`config.mk`:
```
export PLATFORM = sky130hd
export DESIGN_NAME = port_bus_arbiter_flat
export DESIGN_NICKNAME = d
export VERILOG_FILES = /design/src/rtl/port_bus_arbiter_if.sv /design/src/rtl/port_bus_arbiter.sv /design/src/flat_wrapper.sv
export SDC_FILE = /design/constraint.sdc
export NUM_CORES = 1
export LEC_CHECK = 0
export ABC_AREA = 1
export BUFFER_PORTS_ARGS = -buffer_cell sky130_fd_sc_hd__buf_2
export CELL_PAD_IN_SITES_DETAIL_PLACEMENT = 2
export CELL_PAD_IN_SITES_GLOBAL_PLACEMENT = 2
export CORE_MARGIN = 8
export CORE_UTILIZATION = 13
export CTS_BUF_LIST = sky130_fd_sc_hd__clkbuf_16
export CTS_CLUSTER_DIAMETER = 120
export DETAILED_ROUTE_END_ITERATION = 16
export GPL_TIMING_DRIVEN = 0
export PLACE_DENSITY = 0.84
export SETUP_SLACK_MARGIN = 0.2
export SLEW_MARGIN = 10
export SYNTH_ARGS = -nofsm -noshare
export SYNTH_HDL_FRONTEND = slang
export SYNTH_SLANG_ARGS = --single-unit
export TNS_END_PERCENT = 10
```
`constraint.sdc`:
```
create_clock -name clk -period 1.5 [get_ports clk]
set_clock_uncertainty 0.05 [all_clocks]
set_input_delay 0.3 -clock clk [delete_from_list [all_inputs] [get_ports clk]]
set_output_delay 0.3 -clock clk [all_outputs]
set_load 0.005 [all_outputs]
```
`src/rtl/port_bus_arbiter_if.sv`:
```
`default_nettype none
// ============================================================================
// Module  : port_bus_arbiter_if
// Brief   : Two-master / shared-peripheral bus bundle for port_bus_arbiter.
// Revision: 1.0
// ============================================================================
interface port_bus_arbiter_if;
  logic       req0;
  logic       req1;
  logic [7:0] port_id0;
  logic [7:0] port_id1;
  logic [7:0] out_port0;
  logic [7:0] out_port1;
  logic       write_strobe0;
  logic       write_strobe1;
  logic       read_strobe0;
  logic       read_strobe1;
  logic       gnt0;
  logic       gnt1;
  logic [7:0] in_port0;
  logic [7:0] in_port1;
  logic [7:0] port_id;
  logic [7:0] out_port;
  logic       write_strobe;
  logic       read_strobe;
  logic [7:0] in_port;
  logic       violation;
  logic       timeout;

  // Arbiter side
  modport slave (
    input  req0, req1, port_id0, port_id1, out_port0, out_port1,
    input  write_strobe0, write_strobe1, read_strobe0, read_strobe1,
    input  in_port,
    output gnt0, gnt1, in_port0, in_port1, port_id, out_port,
    output write_strobe, read_strobe, violation, timeout
  );

  // Masters and peripheral side
  modport master (
    output req0, req1, port_id0, port_id1, out_port0, out_port1,
    output write_strobe0, write_strobe1, read_strobe0, read_strobe1,
    output in_port,
    input  gnt0, gnt1, in_port0, in_port1, port_id, out_port,
    input  write_strobe, read_strobe, violation, timeout
  );
endinterface
`default_nettype wire

```
`src/rtl/port_bus_arbiter.sv`:
```
`default_nettype none
// ============================================================================
// Module  : port_bus_arbiter
// Brief   : Round-robin arbiter giving two masters access to one peripheral
//           port bus. Optional hold-limit revocation via `ARB_TIMEOUT_EN.
// Revision: 1.0
// ============================================================================
module port_bus_arbiter #(
  parameter int MAX_HOLD = 64
) (
  input  logic               clk,
  input  logic               rst_n,
  port_bus_arbiter_if.slave  bus
);

  localparam logic [1:0] S_IDLE = 2'd0;
  localparam logic [1:0] S_GNT0 = 2'd1;
  localparam logic [1:0] S_GNT1 = 2'd2;
  localparam logic [1:0] S_TURN = 2'd3;

  if (MAX_HOLD < 2 || MAX_HOLD > 255) begin : g_max_hold_check
    $error("port_bus_arbiter: MAX_HOLD must be in 2..255");
  end

  logic [1:0] r_state;
  logic [1:0] w_next_state;
  logic       r_ptr;
  logic       w_next_ptr;
  logic       r_violation;
  logic       w_strobe_violation;
  logic       w_timeout_revoke;
  logic       w_hold_limit;
  logic       w_gnt0;
  logic       w_gnt1;

  // r_ptr = 1 means master 1 wins a simultaneous request
  function automatic logic [1:0] arbitrate(input logic r0, input logic r1, input logic ptr);
    if (r0 && r1)  return ptr ? S_GNT1 : S_GNT0;
    else if (r0)   return S_GNT0;
    else if (r1)   return S_GNT1;
    else           return S_IDLE;
  endfunction

`ifdef ARB_TIMEOUT_EN
  localparam logic [7:0] c_HOLD_LIMIT = 8'(MAX_HOLD - 1);

  logic [7:0] r_hold_cnt;
  logic       r_timeout;

  assign w_hold_limit = (r_hold_cnt == c_HOLD_LIMIT);

  // Counter is zero on the first cycle of every grant and saturates at the limit
  always_ff @(posedge clk or negedge rst_n) begin
    if (!rst_n) begin
      r_hold_cnt <= 8'd0;
      r_timeout  <= 1'b0;
    end else begin
      r_timeout <= w_timeout_revoke;
      if (r_state == S_IDLE || r_state == S_TURN)
        r_hold_cnt <= 8'd0;
      else if (!w_hold_limit)
        r_hold_cnt <= r_hold_cnt + 8'd1;
    end
  end

  assign bus.timeout = r_timeout;
`else
  assign w_hold_limit = 1'b0;
  assign bus.timeout  = 1'b0;
`endif

  always_ff @(posedge clk or negedge rst_n) begin
    if (!rst_n) begin
      r_state     <= S_IDLE;
      r_ptr       <= 1'b0;
      r_violation <= 1'b0;
    end else begin
      r_state     <= w_next_state;
      r_ptr       <= w_next_ptr;
      r_violation <= r_violation | w_strobe_violation;
    end
  end

  always_comb begin
    w_next_state     = r_state;
    w_next_ptr       = r_ptr;
    w_timeout_revoke = 1'b0;
    case (r_state)
      S_IDLE, S_TURN: begin
        w_next_state = arbitrate(bus.req0, bus.req1, r_ptr);
      end
      S_GNT0: begin
        if (!bus.req0) begin
          w_next_state = S_TURN;
          w_next_ptr   = 1'b1;
        end else if (w_hold_limit && bus.req1) begin
          w_next_state     = S_TURN;
          w_next_ptr       = 1'b1;
          w_timeout_revoke = 1'b1;
        end
      end
      S_GNT1: begin
        if (!bus.req1) begin
          w_next_state = S_TURN;
          w_next_ptr   = 1'b0;
        end else if (w_hold_limit && bus.req0) begin
          w_next_state     = S_TURN;
          w_next_ptr       = 1'b0;
          w_timeout_revoke = 1'b1;
        end
      end
      default: w_next_state = S_IDLE;
    endcase
  end

  always_comb begin
    w_gnt0           = (r_state == S_GNT0);
    w_gnt1           = (r_state == S_GNT1);
    bus.gnt0         = w_gnt0;
    bus.gnt1         = w_gnt1;
    bus.port_id      = 8'h00;
    bus.out_port     = 8'h00;
    bus.write_strobe = 1'b0;
    bus.read_strobe  = 1'b0;
    bus.in_port0     = 8'h00;
    bus.in_port1     = 8'h00;
    if (w_gnt0) begin
      bus.port_id      = bus.port_id0;
      bus.out_port     = bus.out_port0;
      bus.write_strobe = bus.write_strobe0;
      bus.read_strobe  = bus.read_strobe0;
      bus.in_port0     = bus.in_port;
    end else if (w_gnt1) begin
      bus.port_id      = bus.port_id1;
      bus.out_port     = bus.out_port1;
      bus.write_strobe = bus.write_strobe1;
      bus.read_strobe  = bus.read_strobe1;
      bus.in_port1     = bus.in_port;
    end
    w_strobe_violation = ((bus.write_strobe0 | bus.read_strobe0) & ~w_gnt0) |
                         ((bus.write_strobe1 | bus.read_strobe1) & ~w_gnt1);
  end

  assign bus.violation = r_violation;

endmodule
`default_nettype wire

```
`src/flat_wrapper.sv`:
```
// flat-port wrapper written by rule: the top's interface ports become plain ports
module port_bus_arbiter_flat 
#(
  parameter int MAX_HOLD = 64
)
  (clk, rst_n, bus_req0, bus_req1, bus_port_id0, bus_port_id1, bus_out_port0, bus_out_port1, bus_write_strobe0, bus_write_strobe1, bus_read_strobe0, bus_read_strobe1, bus_in_port, bus_gnt0, bus_gnt1, bus_in_port0, bus_in_port1, bus_port_id, bus_out_port, bus_write_strobe, bus_read_strobe, bus_violation, bus_timeout);
  port_bus_arbiter_if bus_i ();
  input  logic clk;
  input  logic rst_n;
  input wire logic [$bits(bus_i.req0)-1:0] bus_req0;
  input wire logic [$bits(bus_i.req1)-1:0] bus_req1;
  input wire logic [$bits(bus_i.port_id0)-1:0] bus_port_id0;
  input wire logic [$bits(bus_i.port_id1)-1:0] bus_port_id1;
  input wire logic [$bits(bus_i.out_port0)-1:0] bus_out_port0;
  input wire logic [$bits(bus_i.out_port1)-1:0] bus_out_port1;
  input wire logic [$bits(bus_i.write_strobe0)-1:0] bus_write_strobe0;
  input wire logic [$bits(bus_i.write_strobe1)-1:0] bus_write_strobe1;
  input wire logic [$bits(bus_i.read_strobe0)-1:0] bus_read_strobe0;
  input wire logic [$bits(bus_i.read_strobe1)-1:0] bus_read_strobe1;
  input wire logic [$bits(bus_i.in_port)-1:0] bus_in_port;
  output wire logic [$bits(bus_i.gnt0)-1:0] bus_gnt0;
  output wire logic [$bits(bus_i.gnt1)-1:0] bus_gnt1;
  output wire logic [$bits(bus_i.in_port0)-1:0] bus_in_port0;
  output wire logic [$bits(bus_i.in_port1)-1:0] bus_in_port1;
  output wire logic [$bits(bus_i.port_id)-1:0] bus_port_id;
  output wire logic [$bits(bus_i.out_port)-1:0] bus_out_port;
  output wire logic [$bits(bus_i.write_strobe)-1:0] bus_write_strobe;
  output wire logic [$bits(bus_i.read_strobe)-1:0] bus_read_strobe;
  output wire logic [$bits(bus_i.violation)-1:0] bus_violation;
  output wire logic [$bits(bus_i.timeout)-1:0] bus_timeout;
  assign bus_i.req0 = bus_req0;
  assign bus_i.req1 = bus_req1;
  assign bus_i.port_id0 = bus_port_id0;
  assign bus_i.port_id1 = bus_port_id1;
  assign bus_i.out_port0 = bus_out_port0;
  assign bus_i.out_port1 = bus_out_port1;
  assign bus_i.write_strobe0 = bus_write_strobe0;
  assign bus_i.write_strobe1 = bus_write_strobe1;
  assign bus_i.read_strobe0 = bus_read_strobe0;
  assign bus_i.read_strobe1 = bus_read_strobe1;
  assign bus_i.in_port = bus_in_port;
  assign bus_gnt0 = bus_i.gnt0;
  assign bus_gnt1 = bus_i.gnt1;
  assign bus_in_port0 = bus_i.in_port0;
  assign bus_in_port1 = bus_i.in_port1;
  assign bus_port_id = bus_i.port_id;
  assign bus_out_port = bus_i.out_port;
  assign bus_write_strobe = bus_i.write_strobe;
  assign bus_read_strobe = bus_i.read_strobe;
  assign bus_violation = bus_i.violation;
  assign bus_timeout = bus_i.timeout;
  port_bus_arbiter #(.MAX_HOLD(MAX_HOLD)) u_core (.clk(clk), .rst_n(rst_n), .bus(bus_i));
endmodule
```
==> run metrics <==
yosys warns=0; H-Tree Depth=1; fin cells=309; pin count of the biggest net entering global routing=11; fmax=558 MHz; Tcrit/Tclk final=119%; status=finished, violations left; Routed WL=roughly 4500 µm; Root Buffer Master=clkbuf_16; Worst Hold Endpoint=u_core.bus.violation; # DRC=0; worst r2r src=u_core.r_state[1]; CP Data Arrival Time=between 1000 and 1500 ps; min cycle time layout=1790 ps; R2R Setup Slk=~90 ps; Mapped Area=738 µm²; vias per cell=slightly below 4; Die H=91.4 µm; Final Util=29.7%; CTS clk-pin slew, worst paths=roughly 30 ps; vias in the first global route=between 1,000 and 1,500; GRT Util Overall=about a tenth; Final Worst Setup Slack=-292 ps; switching share of power=43.4%; part of the power in registers=7.1%; reg2reg end=u_core.r_state[0]; Hold Path Cell Cnt=3; hold slack=316 ps; CTS buffer count=3; Max Root-Sink Buffers=2; leakage power=1.01 nW; worst path cell trace=inv_2 > ha_4 > buf_8 > clkbuf_16 > nand2_2 > nand2_1 > buf_2; sequential fraction of the synthesis area=13.6%; CP startpoint kind=register; die area=8350 µm²; post-route ant nets=0; Max Slew Vio Count=0; Power Dens Cells=~1900 nW/µm²; TritonRoute pass-1 iters=4; start point of the critical path=u_core.r_state[1]; CP peak stage delay=~440 ps; DR iter-0 viols=14; dpl hpwl=3560 µm; HP Start=bus_write_strobe1; Finish-stage setup viols=34; P_int=0.00176 W; CTS tree=built; syn_area_per_cell=5.43 µm²; area of the core=5510 µm²; row count=27; r2r worst-path depth=9; Area Overhead vs Synth=121%; Clk pwr share=13.2%; Starting Density=13.4%; CTS sink cnt=4; Max-cap violations=0; first-pass GRT wire length=7160 µm; crit path kind=reg2out; Peak VDD IR=0.734 mV; Post-Syn Nets=roughly 190; initial antenna violation count=0; Via Count=1,225; Die W=91.4 µm; slowest cell on the critical path=dfrtp_2; hold crit path type=in2reg; per-cell routed wire length=around 15 µm; routability cong.=0.663; post-synth cell types=16; Skew-Pair Late Insertion Delay=220 ps; share of layout cells above drive strength 1=62.0%; nets@finish=291; Worst Setup End Kind=output port; failing checks=negative setup slack; io pins=86; antenna fix cells=0; endpoints failing hold=0; CP max FO=7; combinational share of power=~80%; Port Buf Inserts=84; NetSw=0.00135 W; Yosys reg bits=4; grt ovf=0; Synth Instances=between 100 and 150; Worst Path Required=between 1000 and 1500 ps; RSZ-0062 raised after global routing=true; placed cell count=292
-- synth_stat cells (all sizes together) --
library cell / count / area, µm²
inv: 17 / 63.8
o21ai: 1 / 5.00
ha: 4 / 50.1
conb: 1 / 3.75
nor2: 9 / 33.8
dfrtp: 4 / 100
nand3: 20 / 100
nand4: 1 / 6.26
buf: 9 / 98.8
nand2: 69 / 269
o211ai: 1 / 7.51
-- power by group through the flow --
stage                     Sequential, W  Combinational, W  Clock, W
final                          0.000221           0.00248  0.000410
after global routing           0.000231           0.00276  0.000425
after CTS                      0.000219           0.00216  0.000417
after detailed placement       0.000198           0.00181         0
after global placement         0.000195           0.00174         0
after floorplan                0.000183           0.00107         0
-- worst max-delay path, delay by kind of cell, from the launching register on --
family	cells	cell delay (ps)
DFF	1	440
and+or+nand+nor	2	100
adders and majority gates	1	180
buffers and inverters	4	490
-- repair_timing --
action | 4_1_cts | 5_1_grt
setup buffers | 9 | 2
gates cloned | 0 | 2
setup endpoints to repair | 40 | 40
pin swaps | 1 | 12
hold endpoints to repair | 4 | 0
resized for setup | 20 | 30
hold buffers | 1 | 0
-- how the worst max path moves through the flow --
stage / to
after floorplan: bus_out_port[3]
after global routing: bus_out_port[5]
after global placement: bus_out_port[4]
final: bus_out_port[5]
after detailed placement: bus_port_id[2]
after CTS: bus_port_id[0]
-- cells by family (layout without fill, tap and decap cells) --
kind of cell	after synthesis	after routing	synth area share (%)
simple gates	99	99	55.4
compound gates	2	2	1.69
flops	4	4	13.6
other cells	1	1	0.508
buf+inv	26	127	22.0
fa+ha+maj	4	4	6.78
-- stage by stage --
| step | setup TNS [ps] | worst slack [ps] | area, µm² | power (W) |
|---|---|---|---|---|
| global route | -10530 | -361 | 1630 | 0.00342 |
| detailed placement | -2130 | -162 | 1250 | 0.00201 |
| global placement | -1390 | -110 | 1250 | 0.00194 |
| CTS | -7870 | -285 | 1470 | 0.00280 |
| finish | -7600 | -292 | 1630 | 0.00311 |
| floorplan | 0 | 118 | 741 | 0.00125 |
-- metal layers --
layer / vias to the layer above / routed length (µm) / part of all wire [%] / GRT usage, %
met2: 37 / 2600 / 58 / 21.3
li1: 609 / - / - / -
met3: 2 / 280 / 6.2 / 2.96
met5: - / 0 / 0 / 0
met4: 0 / 36 / 0.80 / 1.64
met1: 577 / 1600 / 35 / 9.78
-- registers in the layout (all words and copies together), names as in the netlist --
name	count
u_core.r_state	2
u_core.r_ptr	1
u_core.bus.violation	1
-- final cells by class --
type | count | area [µm²]
Multi-Input combinational cell | 106 | 583
Timing Repair Buffer | 98 | 589
Inverter | 17 | 71.3
Fill cell | 682 | 3870
Tap cell | 72 | 90.1
Sequential cell | 4 | 103
Clock buffer | 3 | 75.1
Buffer | 9 | 121
-- layout by cell type, fill, tap and decap left out, drive strengths merged --
cell	instances
o21ai	1
buf	104
nand3	20
clkbuf	5
nand4	1
o211ai	1
inv	17
nor2	9
dfrtp	4
dlygate4sd3	1
conb	1
nand2	69
ha	4
Note: power is estimated with default switching activity, not from simulation.
